File: src/rtl/design_mux_pkg.sv
`default_nettype none
// +--------------------------------------------------------------------+
// | design_mux_pkg : FSM states and register map for design_select_mux |
// | Rev 1.0                                                            |
// +--------------------------------------------------------------------+
package design_mux_pkg;

   typedef enum logic [1:0] {
      RUN     = 2'd0,
      ISOLATE = 2'd1,
      RESET   = 2'd2
   } mux_state_e;

   localparam logic [3:0] CTRL_OFS   = 4'h0;
   localparam logic [3:0] STATUS_OFS = 4'h4;

   localparam int CTRL_TARGET_LSB = 0;
   localparam int CTRL_HOLD_BIT   = 8;
   localparam int STAT_ACTIVE_LSB = 0;
   localparam int STAT_BUSY_BIT   = 8;
   localparam int STAT_ERR_BIT    = 9;

endpackage
`default_nettype wire

File: src/rtl/rst_sync.sv
`default_nettype none
// +--------------------------------------------------------------------+
// | rst_sync : 2-flop active-low reset synchronizer, async assert /    |
// |            sync deassert                                           |
// | Rev 1.0                                                            |
// +--------------------------------------------------------------------+
module rst_sync (
   input  logic i_clk,
   input  logic i_rst_n,
   output logic o_rst_n
);

   logic r_meta;
   logic r_sync;

   always_ff @(posedge i_clk or negedge i_rst_n) begin
      if (!i_rst_n) begin
         r_meta <= 1'b0;
         r_sync <= 1'b0;
      end else begin
         r_meta <= 1'b1;
         r_sync <= r_meta;
      end
   end

   assign o_rst_n = r_sync;

endmodule
`default_nettype wire

File: src/rtl/design_select_mux.sv
`default_nettype none
// +--------------------------------------------------------------------+
// | design_select_mux : Wishbone-selected pad mux for hosted designs   |
// |                     with isolate / reset / release switch sequence |
// | Rev 1.0                                                            |
// +--------------------------------------------------------------------+
module design_select_mux
   import design_mux_pkg::*;
#(
   parameter int          NUM_DESIGNS  = 4,
   parameter int          IO_WIDTH     = 33,
   parameter int          GUARD_CYCLES = 4,
   parameter int          RESET_CYCLES = 16,
   parameter logic [31:0] BASE_ADDR    = 32'h3000_0000
) (
   input  logic                            wb_clk_i,
   input  logic                            wb_rst_i,
   input  logic                            wbs_cyc_i,
   input  logic                            wbs_stb_i,
   input  logic                            wbs_we_i,
   input  logic [3:0]                      wbs_sel_i,
   input  logic [31:0]                     wbs_adr_i,
   input  logic [31:0]                     wbs_dat_i,
   output logic                            wbs_ack_o,
   output logic [31:0]                     wbs_dat_o,
   input  logic                            ext_rst_n_i,
   input  logic [NUM_DESIGNS*IO_WIDTH-1:0] d_io_out,
   input  logic [NUM_DESIGNS*IO_WIDTH-1:0] d_io_oeb,
   output logic [NUM_DESIGNS-1:0]          d_rst_n,
   output logic [IO_WIDTH-1:0]             io_out,
   output logic [IO_WIDTH-1:0]             io_oeb
);

   localparam int SEL_W   = (NUM_DESIGNS > 1) ? $clog2(NUM_DESIGNS) : 1;
   localparam int MAX_CYC = (GUARD_CYCLES > RESET_CYCLES) ? GUARD_CYCLES : RESET_CYCLES;
   localparam int CNT_W   = $clog2(MAX_CYC + 1);
   localparam logic [CNT_W-1:0] GUARD_LAST = CNT_W'(GUARD_CYCLES - 1);
   localparam logic [CNT_W-1:0] RESET_LAST = CNT_W'(RESET_CYCLES - 1);

   mux_state_e          r_state;
   logic [CNT_W-1:0]    r_cnt;
   logic [7:0]          r_target;
   logic [7:0]          r_active;
   logic                r_hold;
   logic                r_err;
   logic                r_ack;
   logic [31:0]         r_dat;

   logic                w_pad_rst_n;
   logic                w_req;
   logic                w_ctrl_wr;
   logic                w_tgt_ok;
   logic                w_start;
   logic                w_busy;
   logic [31:0]         w_rdata;
   logic [SEL_W-1:0]    w_act_idx;
   logic [IO_WIDTH-1:0] w_slice_out [NUM_DESIGNS];
   logic [IO_WIDTH-1:0] w_slice_oeb [NUM_DESIGNS];
   logic                w_unused;

   rst_sync u_pad_sync (
      .i_clk   (wb_clk_i),
      .i_rst_n (ext_rst_n_i),
      .o_rst_n (w_pad_rst_n)
   );

   assign w_req     = wbs_cyc_i & wbs_stb_i & ~r_ack & (wbs_adr_i[31:4] == BASE_ADDR[31:4]);
   assign w_ctrl_wr = w_req & wbs_we_i & (wbs_adr_i[3:0] == CTRL_OFS);
   assign w_tgt_ok  = ({24'd0, wbs_dat_i[7:0]} < 32'(NUM_DESIGNS));
   // Only a write that actually carries the target byte can launch a switch;
   // a hold-only write (sel[1] without sel[0]) just updates the hold bit.
   assign w_start   = w_ctrl_wr & wbs_sel_i[0] & w_tgt_ok;
   assign w_busy    = (r_state != RUN);
   assign w_unused  = ^{wbs_sel_i[3:2], wbs_dat_i[31:9]};

   always_comb begin
      w_rdata = '0;
      if (wbs_adr_i[3:0] == CTRL_OFS) begin
         w_rdata[CTRL_TARGET_LSB +: 8] = r_target;
         w_rdata[CTRL_HOLD_BIT]        = r_hold;
      end else if (wbs_adr_i[3:0] == STATUS_OFS) begin
         w_rdata[STAT_ACTIVE_LSB +: 8] = r_active;
         w_rdata[STAT_BUSY_BIT]        = w_busy;
         w_rdata[STAT_ERR_BIT]         = r_err;
      end
   end

   always_ff @(posedge wb_clk_i or posedge wb_rst_i) begin
      if (wb_rst_i) begin
         r_ack    <= 1'b0;
         r_dat    <= '0;
         r_target <= '0;
         r_hold   <= 1'b0;
         r_err    <= 1'b0;
      end else begin
         r_ack <= w_req;
         r_dat <= (w_req & ~wbs_we_i) ? w_rdata : '0;
         if (w_ctrl_wr) begin
            if (wbs_sel_i[0]) begin
               if (w_tgt_ok) begin
                  r_target <= wbs_dat_i[7:0];
                  r_err    <= 1'b0;
               end else begin
                  r_err    <= 1'b1;
               end
            end
            if (wbs_sel_i[1]) begin
               r_hold <= wbs_dat_i[CTRL_HOLD_BIT];
            end
         end
      end
   end

   always_ff @(posedge wb_clk_i or posedge wb_rst_i) begin
      if (wb_rst_i) begin
         r_state  <= RESET;
         r_cnt    <= '0;
         r_active <= '0;
      end else if (w_start) begin
         r_state <= ISOLATE;
         r_cnt   <= '0;
      end else begin
         case (r_state)
            RUN: begin
               r_cnt <= '0;
            end
            ISOLATE: begin
               if (r_cnt >= GUARD_LAST) begin
                  r_state  <= RESET;
                  r_cnt    <= '0;
                  r_active <= r_target;
               end else begin
                  r_cnt <= r_cnt + 1'b1;
               end
            end
            RESET: begin
               // Counter parks at its last value while hold keeps the design in reset.
               if (r_cnt >= RESET_LAST) begin
                  if (!r_hold) begin
                     r_state <= RUN;
                     r_cnt   <= '0;
                  end
               end else begin
                  r_cnt <= r_cnt + 1'b1;
               end
            end
            default: begin
               r_state <= RESET;
               r_cnt   <= '0;
            end
         endcase
      end
   end

   generate
      for (genvar k = 0; k < NUM_DESIGNS; k++) begin : g_slice
         assign w_slice_out[k] = d_io_out[k*IO_WIDTH +: IO_WIDTH];
         assign w_slice_oeb[k] = d_io_oeb[k*IO_WIDTH +: IO_WIDTH];
         assign d_rst_n[k]     = (r_state == RUN) && (r_active == 8'(k)) && w_pad_rst_n;
      end
   endgenerate

   assign w_act_idx = r_active[SEL_W-1:0];
   assign io_out    = ((r_state == ISOLATE) || wb_rst_i) ? '0 : w_slice_out[w_act_idx];
   assign io_oeb    = (r_state == RUN) ? w_slice_oeb[w_act_idx] : '1;

   assign wbs_ack_o = r_ack;
   assign wbs_dat_o = r_dat;

endmodule
`default_nettype wire

File: config.mk
export PLATFORM = sky130hd
export DESIGN_NAME = design_select_mux
export DESIGN_NICKNAME = d
export VERILOG_FILES = /design/src/rtl/design_mux_pkg.sv /design/src/rtl/rst_sync.sv /design/src/rtl/design_select_mux.sv
export SDC_FILE = /design/constraint.sdc
export NUM_CORES = 1
export LEC_CHECK = 0
export ABC_AREA = 1
export CAP_MARGIN = 25
export CORE_AREA = 2 2 171 173
export CTS_CLUSTER_SIZE = 20
export DETAILED_ROUTE_END_ITERATION = 10
export DIE_AREA = 0 0 173 175
export PLACE_DENSITY = 0.48
export SLEW_MARGIN = 15
export SYNTH_ARGS = -nofsm -noshare
export SYNTH_HDL_FRONTEND = slang
export SYNTH_SLANG_ARGS = --single-unit
File: constraint.sdc
create_clock -name wb_clk_i -period 4.13 [get_ports wb_clk_i]
set_input_delay 0.6195 -clock wb_clk_i [delete_from_list [all_inputs] [get_ports wb_clk_i]]
set_output_delay 0.6195 -clock wb_clk_i [all_outputs]
set_load 0.03 [all_outputs]
==> results_dict.tcl <==
set metrics [dict create \
    outcome "completed" \
    die_width_um 173 \
    initial_utilization_pct 14.18 \
    ys_types 34 \
    timing.critical_path.required_ps 3510 \
    post_drt_wl_per_cell_um 18.09 \
    cell_by_cell_listing_of_the_critical_path "buf_4 > nand3_1 > nand4_1 > clkdlybuf4s50_1" \
    critical_path.startpoint_type "flip-flop" \
    die_height_um 175 \
    initial_antenna_violation_count 2 \
    nets 1350 \
    finalCritPeriodShare_pct 78.77 \
    finalSetupTns_ps 0 \
    synthCells 645 \
    timing.critical_path.from "r_active[1]$_DFFE_PP0P_" \
    post-route-min-period_ps 3253 \
    design_area_sq_um 8579 \
    synthesis_warning_total 0 \
    grt_overflow_total 0 \
    wl_um 25220 \
    numPortBuffers 393 \
    syn2layout_area_growth_pct 113.1 \
    share_of_the_synthesized_netlist_area_taken_by_xor_and_xnor_gates_pct 0 \
    detailed_place.area_sq_um 8423 \
    hp-class "reg2reg" \
    cellLeakagePower_nw 3.381 \
    max_stage_delay_ps 700 \
    clockBufferDepth 2 \
    setup.worst_path.class "reg2out" \
    critical_path.endpoint "io_oeb[1]" \
    synth_area_sq_um 4025 \
    rsz0062_at_grt "false" \
    vias 5944 \
    worst_skew_pair.late_latency_ps 280 \
    vdd_drop_max_mv 0.1423 \
    yosys_register_bits 38 \
    critical_path_peak_fanout 69 \
    drive_above_1_share_pct 6.845 \
    clock_tree_from_tritoncts "done" \
    detailedPlacementHpwl_um 19500 \
    worst_ep_arrival_time_ps 2630 \
    detail_route.drc_violations 0 \
    core-area_sq_um 28390 \
    synth_fa_ha_area_share_pct 1.554 \
    worst_setup_hold_path_clk_slew_ps 60 \
    grt_max_degree 70 \
    dr.first_iter.drc_count 381 \
    cts_post_setup_buffers_inserted 0 \
    clock_tree.root_cell "sky130_fd_sc_hd__clkbuf_16" \
    detail_route.first_pass.iterations 5 \
    top_level_ports 441 \
    largest_family_of_logic_cells_by_synthesized_area "simple AND/OR/NAND/NOR gates" \
    worstMarginPinSlew_ps 892.5 \
    final_core_util_pct 30.22 \
    final_weighted_congestion_of_routability_driven_global_placement 0.8943 \
    n_fill_cell 3110 \
    die_area_sq_um 30280 \
    max_cap_violations 0 \
    cts_max_level 2 \
    worst_flop_to_flop_path_endpoint "r_active[0]$_DFFE_PP0P_" \
    tritoncts.num_buffers 5 \
    max_slew_margin_pct 40.50 \
    drt.antenna.violating_nets 0 \
    syn_area_per_cell_sq_um 6.240 \
    grt_pass1_vias 5783 \
    ff2ff_setup_slack_ps 2200 \
    rows 62 \
    cts_repair_resize_count 0 \
    grt_pass1_wl_um 37270 \
    drt-vias-per-instance 4.264 \
    timing.critical_path.to_type "primary output" \
    portion_of_the_post_synthesis_area_used_by_sequential_elements_pct 23.66 \
    r2r_start "wbs_ack_o$_DFF_PP0_" \
    drv_slew 0 \
    synth.area.mux_share_pct 0 \
    setup-violations-final 0 \
    globalRouteTotalUtil_pct 15.71 \
    crit_path_top_delay_cell "sky130_fd_sc_hd__buf_4" \
    synth_simple_gate_area_share_pct 41.84 \
    synth_compound_gate_area_share_pct 18.62 \
    holdBufCountCts 0 \
    fmax_mhz 307.4 \
    final-hold-violation-count 0 \
    worstRegToRegCells 9 \
    clk_skew_ps 5.764 \
    tritoncts_num_sinks 38 \
    power_density_nw_per_um2 148.0 \
]
-- layout make-up --
class	count	area, sq um	share of cell area, %
timing repair buffer	404	4222	49.21
multi-input combinational	513	2597	30.28
sequential	38	954.7	11.13
tap	384	480.5	5.600
inverter	45	168.9	1.969
clock buffer	6	138.9	1.619
clock inverter	2	12.51	0.1458
antenna	2	5.005	0.05833
-- critical path: cells and delay by family, from the launching register on --
| kind | cells | cell delay (ps) |
|---|---|---|
| buf+inv | 2 | 1380 |
| simple gates | 2 | 440 |
| flops | 1 | 490 |
-- layer usage --
layer | global-route usage, % | vias to the layer above | share of wire, % | routed length, um
li1 | - | 2915 | - | -
met1 | 20.06 | 2773 | 42 | 10650
met2 | 26.92 | 239 | 50 | 12580
met3 | 3.677 | 17 | 6.6 | 1674
met4 | 3.390 | 0 | 1.3 | 318
met5 | 0 | - | 0 | 0
-- kinds of logic after synthesis --
| logic type | Yosys count |
|---|---|
| compound gates | 123 |
| fa+ha+maj | 5 |
| buf+inv | 115 |
| flops | 38 |
| other cells | 2 |
| simple gates | 362 |
-- cell usage after synthesis (all sizes together) --
master / count / area share (%)
nor2: 60 / 6.6
nand3: 83 / 10
clkinv: 1 / 0.093
a21oi: 44 / 5.7
nor3: 4 / 0.62
conb: 2 / 0.19
o21ai: 11 / 1.4
ha: 5 / 1.6
nand3b: 1 / 0.19
nand2: 161 / 15
o22ai: 2 / 0.31
nor4: 1 / 0.16
nor3b: 2 / 0.50
dfrtp: 37 / 23
a31oi: 33 / 5.1
buf: 46 / 7.7
dfstp: 1 / 0.65
nand4: 50 / 8.1
clkbuf: 24 / 2.2
inv: 44 / 4.1
a22oi: 33 / 6.2
-- stage by stage --
| stage | std cells | hold WS (ps) | setup slack, ps | power [mW] |
|---|---|---|---|---|
| 6_report | 1394 | 347.9 | 876.9 | 1.270 |
| 5_1_grt | 1394 | 368.9 | 681.5 | 1.329 |
| 4_1_cts | 1392 | 350.9 | 850.4 | 1.283 |
| 3_5_place_dp | 1384 | 337.1 | 910.2 | 0.8861 |
| 3_3_place_gp | 1384 | 332.9 | 910.8 | 0.8853 |
| 2_1_floorplan | 666 | 323.9 | 1068 | 0.5172 |
-- how the worst min path moves through the flow --
| stage | from | cells after the start | endpoint |
|---|---|---|---|
| 5_1_grt | u_pad_sync.r_meta$_DFF_PN0_ | 0 | u_pad_sync.o_rst_n$_DFF_PN0_ |
| 3_3_place_gp | u_pad_sync.r_meta$_DFF_PN0_ | 0 | u_pad_sync.o_rst_n$_DFF_PN0_ |
| 4_1_cts | u_pad_sync.r_meta$_DFF_PN0_ | 0 | u_pad_sync.o_rst_n$_DFF_PN0_ |
| 3_5_place_dp | u_pad_sync.r_meta$_DFF_PN0_ | 0 | u_pad_sync.o_rst_n$_DFF_PN0_ |
| 6_report | u_pad_sync.r_meta$_DFF_PN0_ | 0 | u_pad_sync.o_rst_n$_DFF_PN0_ |
| 2_1_floorplan | ext_rst_n_i | 0 | u_pad_sync.o_rst_n$_DFF_PN0_ |
-- registers in the layout, summed over array words and instances, names as in the netlist --
signal,count
wbs_dat_o,10
r_active,8
r_target,8
r_cnt,5
r_state,2
r_err,1
r_hold,1
u_pad_sync.o_rst_n,1
u_pad_sync.r_meta,1
wbs_ack_o,1
-- power by group --
part           internal, mW  switching, mW
clock network         0.239          0.152
logic                 0.329          0.177
registers             0.373       0.000282
total                 0.941          0.329
-- cell usage in the layout (no fill, tap or decap), types with 23 or more instances in the layout --
cell	Yosys	final
sky130_fd_sc_hd__conb_1	2	23
sky130_fd_sc_hd__clkdlybuf4s50_1	0	360
sky130_fd_sc_hd__inv_1	42	42
sky130_fd_sc_hd__nand3_1	82	82
sky130_fd_sc_hd__a21oi_1	42	42
sky130_fd_sc_hd__a31oi_1	33	33
sky130_fd_sc_hd__a22oi_1	33	33
sky130_fd_sc_hd__dfrtp_1	37	35
sky130_fd_sc_hd__nand2_1	160	160
sky130_fd_sc_hd__nor2_1	57	55
sky130_fd_sc_hd__buf_12	0	23
sky130_fd_sc_hd__nand4_1	49	49
(Power assumes the default switching activity.)
==> RTL edit (same flow settings) <==
Re-encode `mux_state_e` (3 states) as one-hot, 3 bits wide.
--- a/src/rtl/design_mux_pkg.sv
+++ b/src/rtl/design_mux_pkg.sv
@@ -5,10 +5,10 @@
 // +--------------------------------------------------------------------+
 package design_mux_pkg;
 
-   typedef enum logic [1:0] {
-      RUN     = 2'd0,
-      ISOLATE = 2'd1,
-      RESET   = 2'd2
+   typedef enum logic [2:0] {
+      RUN     = 3'b001,
+      ISOLATE = 3'b010,
+      RESET   = 3'b100
    } mux_state_e;
 
    localparam logic [3:0] CTRL_OFS   = 4'h0;
Formal check against the unedited RTL: same outputs for any inputs over 4 cycles, from zero or initial values and one cycle with wb_rst_i high; so few cycles prove little.
==> RTL edit against the original RTL <==
- sequential share of layout area rose by 0.60 points
- non-clock buffer count fell by 1
- routed wire length fell by 13%
- design area down 2.9%
- worst setup slack improved by 43 ps
- sequential cell count increased by 1
- total power increased by 7.2%
- synthesized area decreased by 7.2%
- highest routed layer unchanged
==> RTL edit: results (changes against the original RTL) <==
* CP max FO at 36 (-48%)
* Synth Area in Compound Gates at 20.0% (+1.3 points)
* Slew HR at 49.5% (+9.0 points)
* First-pass GRT wire length at 32.4 mm (-13%)
* Mapped Cells at 603 (-6.5%)
* Placed cells at 1351 (-2.4%)
* Slowest CP cell: clkdlybuf4s50_1
* Nets@finish at 1314 (-2.7%)
* Vias in the first global route at 5436 (-6.0%)
* Largest net degree at the start of global routing at 67 (-4.3%)
* Main area contributors after synthesis: dfrtp_1 25%, nand2_1 22%, a22oi_1 7.4%
* GRT Total Usage at 13.4% (-2.3 points)
* DRT iter0 DRCs at 379 (-0.52%)
* Post-Route WL at 22.0 mm (-13%)
* Met1 WL at 9.21 mm (-14%)
* Setup Skew at 2.23 ps (-3.53 ps)
* Synth unique cells at 33 (-2.9%)
* Seq/Total Area, Yosys at 26.2% (+2.5 points)
* Initial antenna violation count at 1 (-1)
* Top post-synthesis cells by count: 222 x nand2_1, 41 x a21oi_1, 38 x dfrtp_1
* Worst r2r src: r_cnt[0]$_DFFE_PP0P_
* Status: finished, final reports clean
* NetSw at 0.000311 W (-5.5%)
* Register-to-Register Path Depth at 13 (+4)
* Dpl hpwl at 17.2 mm (-12%)
* R2R Path End: r_cnt[4]$_DFFE_PP0P_
* WL met3 at 1.56 mm (-6.8%)
* Via-per-instance ratio at 4.11 (-3.7%)
* Post-Synth Adder-Cell Area at 0.670% (-0.88 points)
* Arr. time, crit path at 2590 ps (-40 ps)
* Worst vdd ir at 171 uV (+20%)
* WHS at 350 ps (+2.40 ps)
* Layout cells sized above 1 at 7.69% (+0.85 points)
* Met1 Use GR at 16.2% (-3.8 points)
* RD Place Congestion at 0.824 (-7.8%)
==> RTL edit: cell families after synthesis <==
logic type	count (synthesis)
compound gates	120
fa+ha+maj	2
buf+inv	99
flops	39
other cells	2
simple gates	341
==> RTL edit: stage by stage <==
stage	setup WS (ps)	power (W)	utilization [%]	area [um^2]
after floorplan	1040	0.000519	-	3810
after global placement	1120	0.000871	28.7	8140
after detailed placement	1190	0.000872	28.7	8140
after CTS	871	0.00138	29.3	8330
after global routing	668	0.00141	29.4	8330
final	920	0.00136	29.4	8330
==> RTL edit: power by group through the flow <==
stage | Combinational [W] | Sequential [W] | Clock (W)
after floorplan | 0.000129 | 0.000390 | 0
after global placement | 0.000481 | 0.000390 | 0
after detailed placement | 0.000482 | 0.000390 | 0
after CTS | 0.000485 | 0.000383 | 0.000506
after global routing | 0.000510 | 0.000383 | 0.000521
final | 0.000483 | 0.000383 | 0.000495
==> RTL edit: cell type report <==
| cell class | instances | area (um^2) |
|---|---|---|
| clock buffers | 6 | 129 |
| well taps | 384 | 480 |
| repair buffers | 403 | 4180 |
| flip-flops and latches | 39 | 977 |
| fillers | 3107 | 20100 |
| clock inverters | 2 | 60.1 |
| diodes | 1 | 2.50 |
| multi-input cells | 486 | 2360 |
| inverters | 39 | 146 |
==> RTL edit: worst max-delay path by stage <==
stage                             from         end  slack (ps)  cells past startpoint
2_1_floorplan                 wb_rst_i  io_out[10]        1040                      4
4_1_cts        r_active[1]$_DFFE_PP0P_  io_out[32]         870                      6
6_report       r_active[1]$_DFFE_PP0P_   io_oeb[3]         920                      5
5_1_grt        r_active[1]$_DFFE_PP0P_  io_out[32]         670                      6
3_5_place_dp   r_active[1]$_DFFE_PP0P_  io_out[32]        1190                      6
3_3_place_gp   r_active[1]$_DFFE_PP0P_  io_out[32]        1120                      6
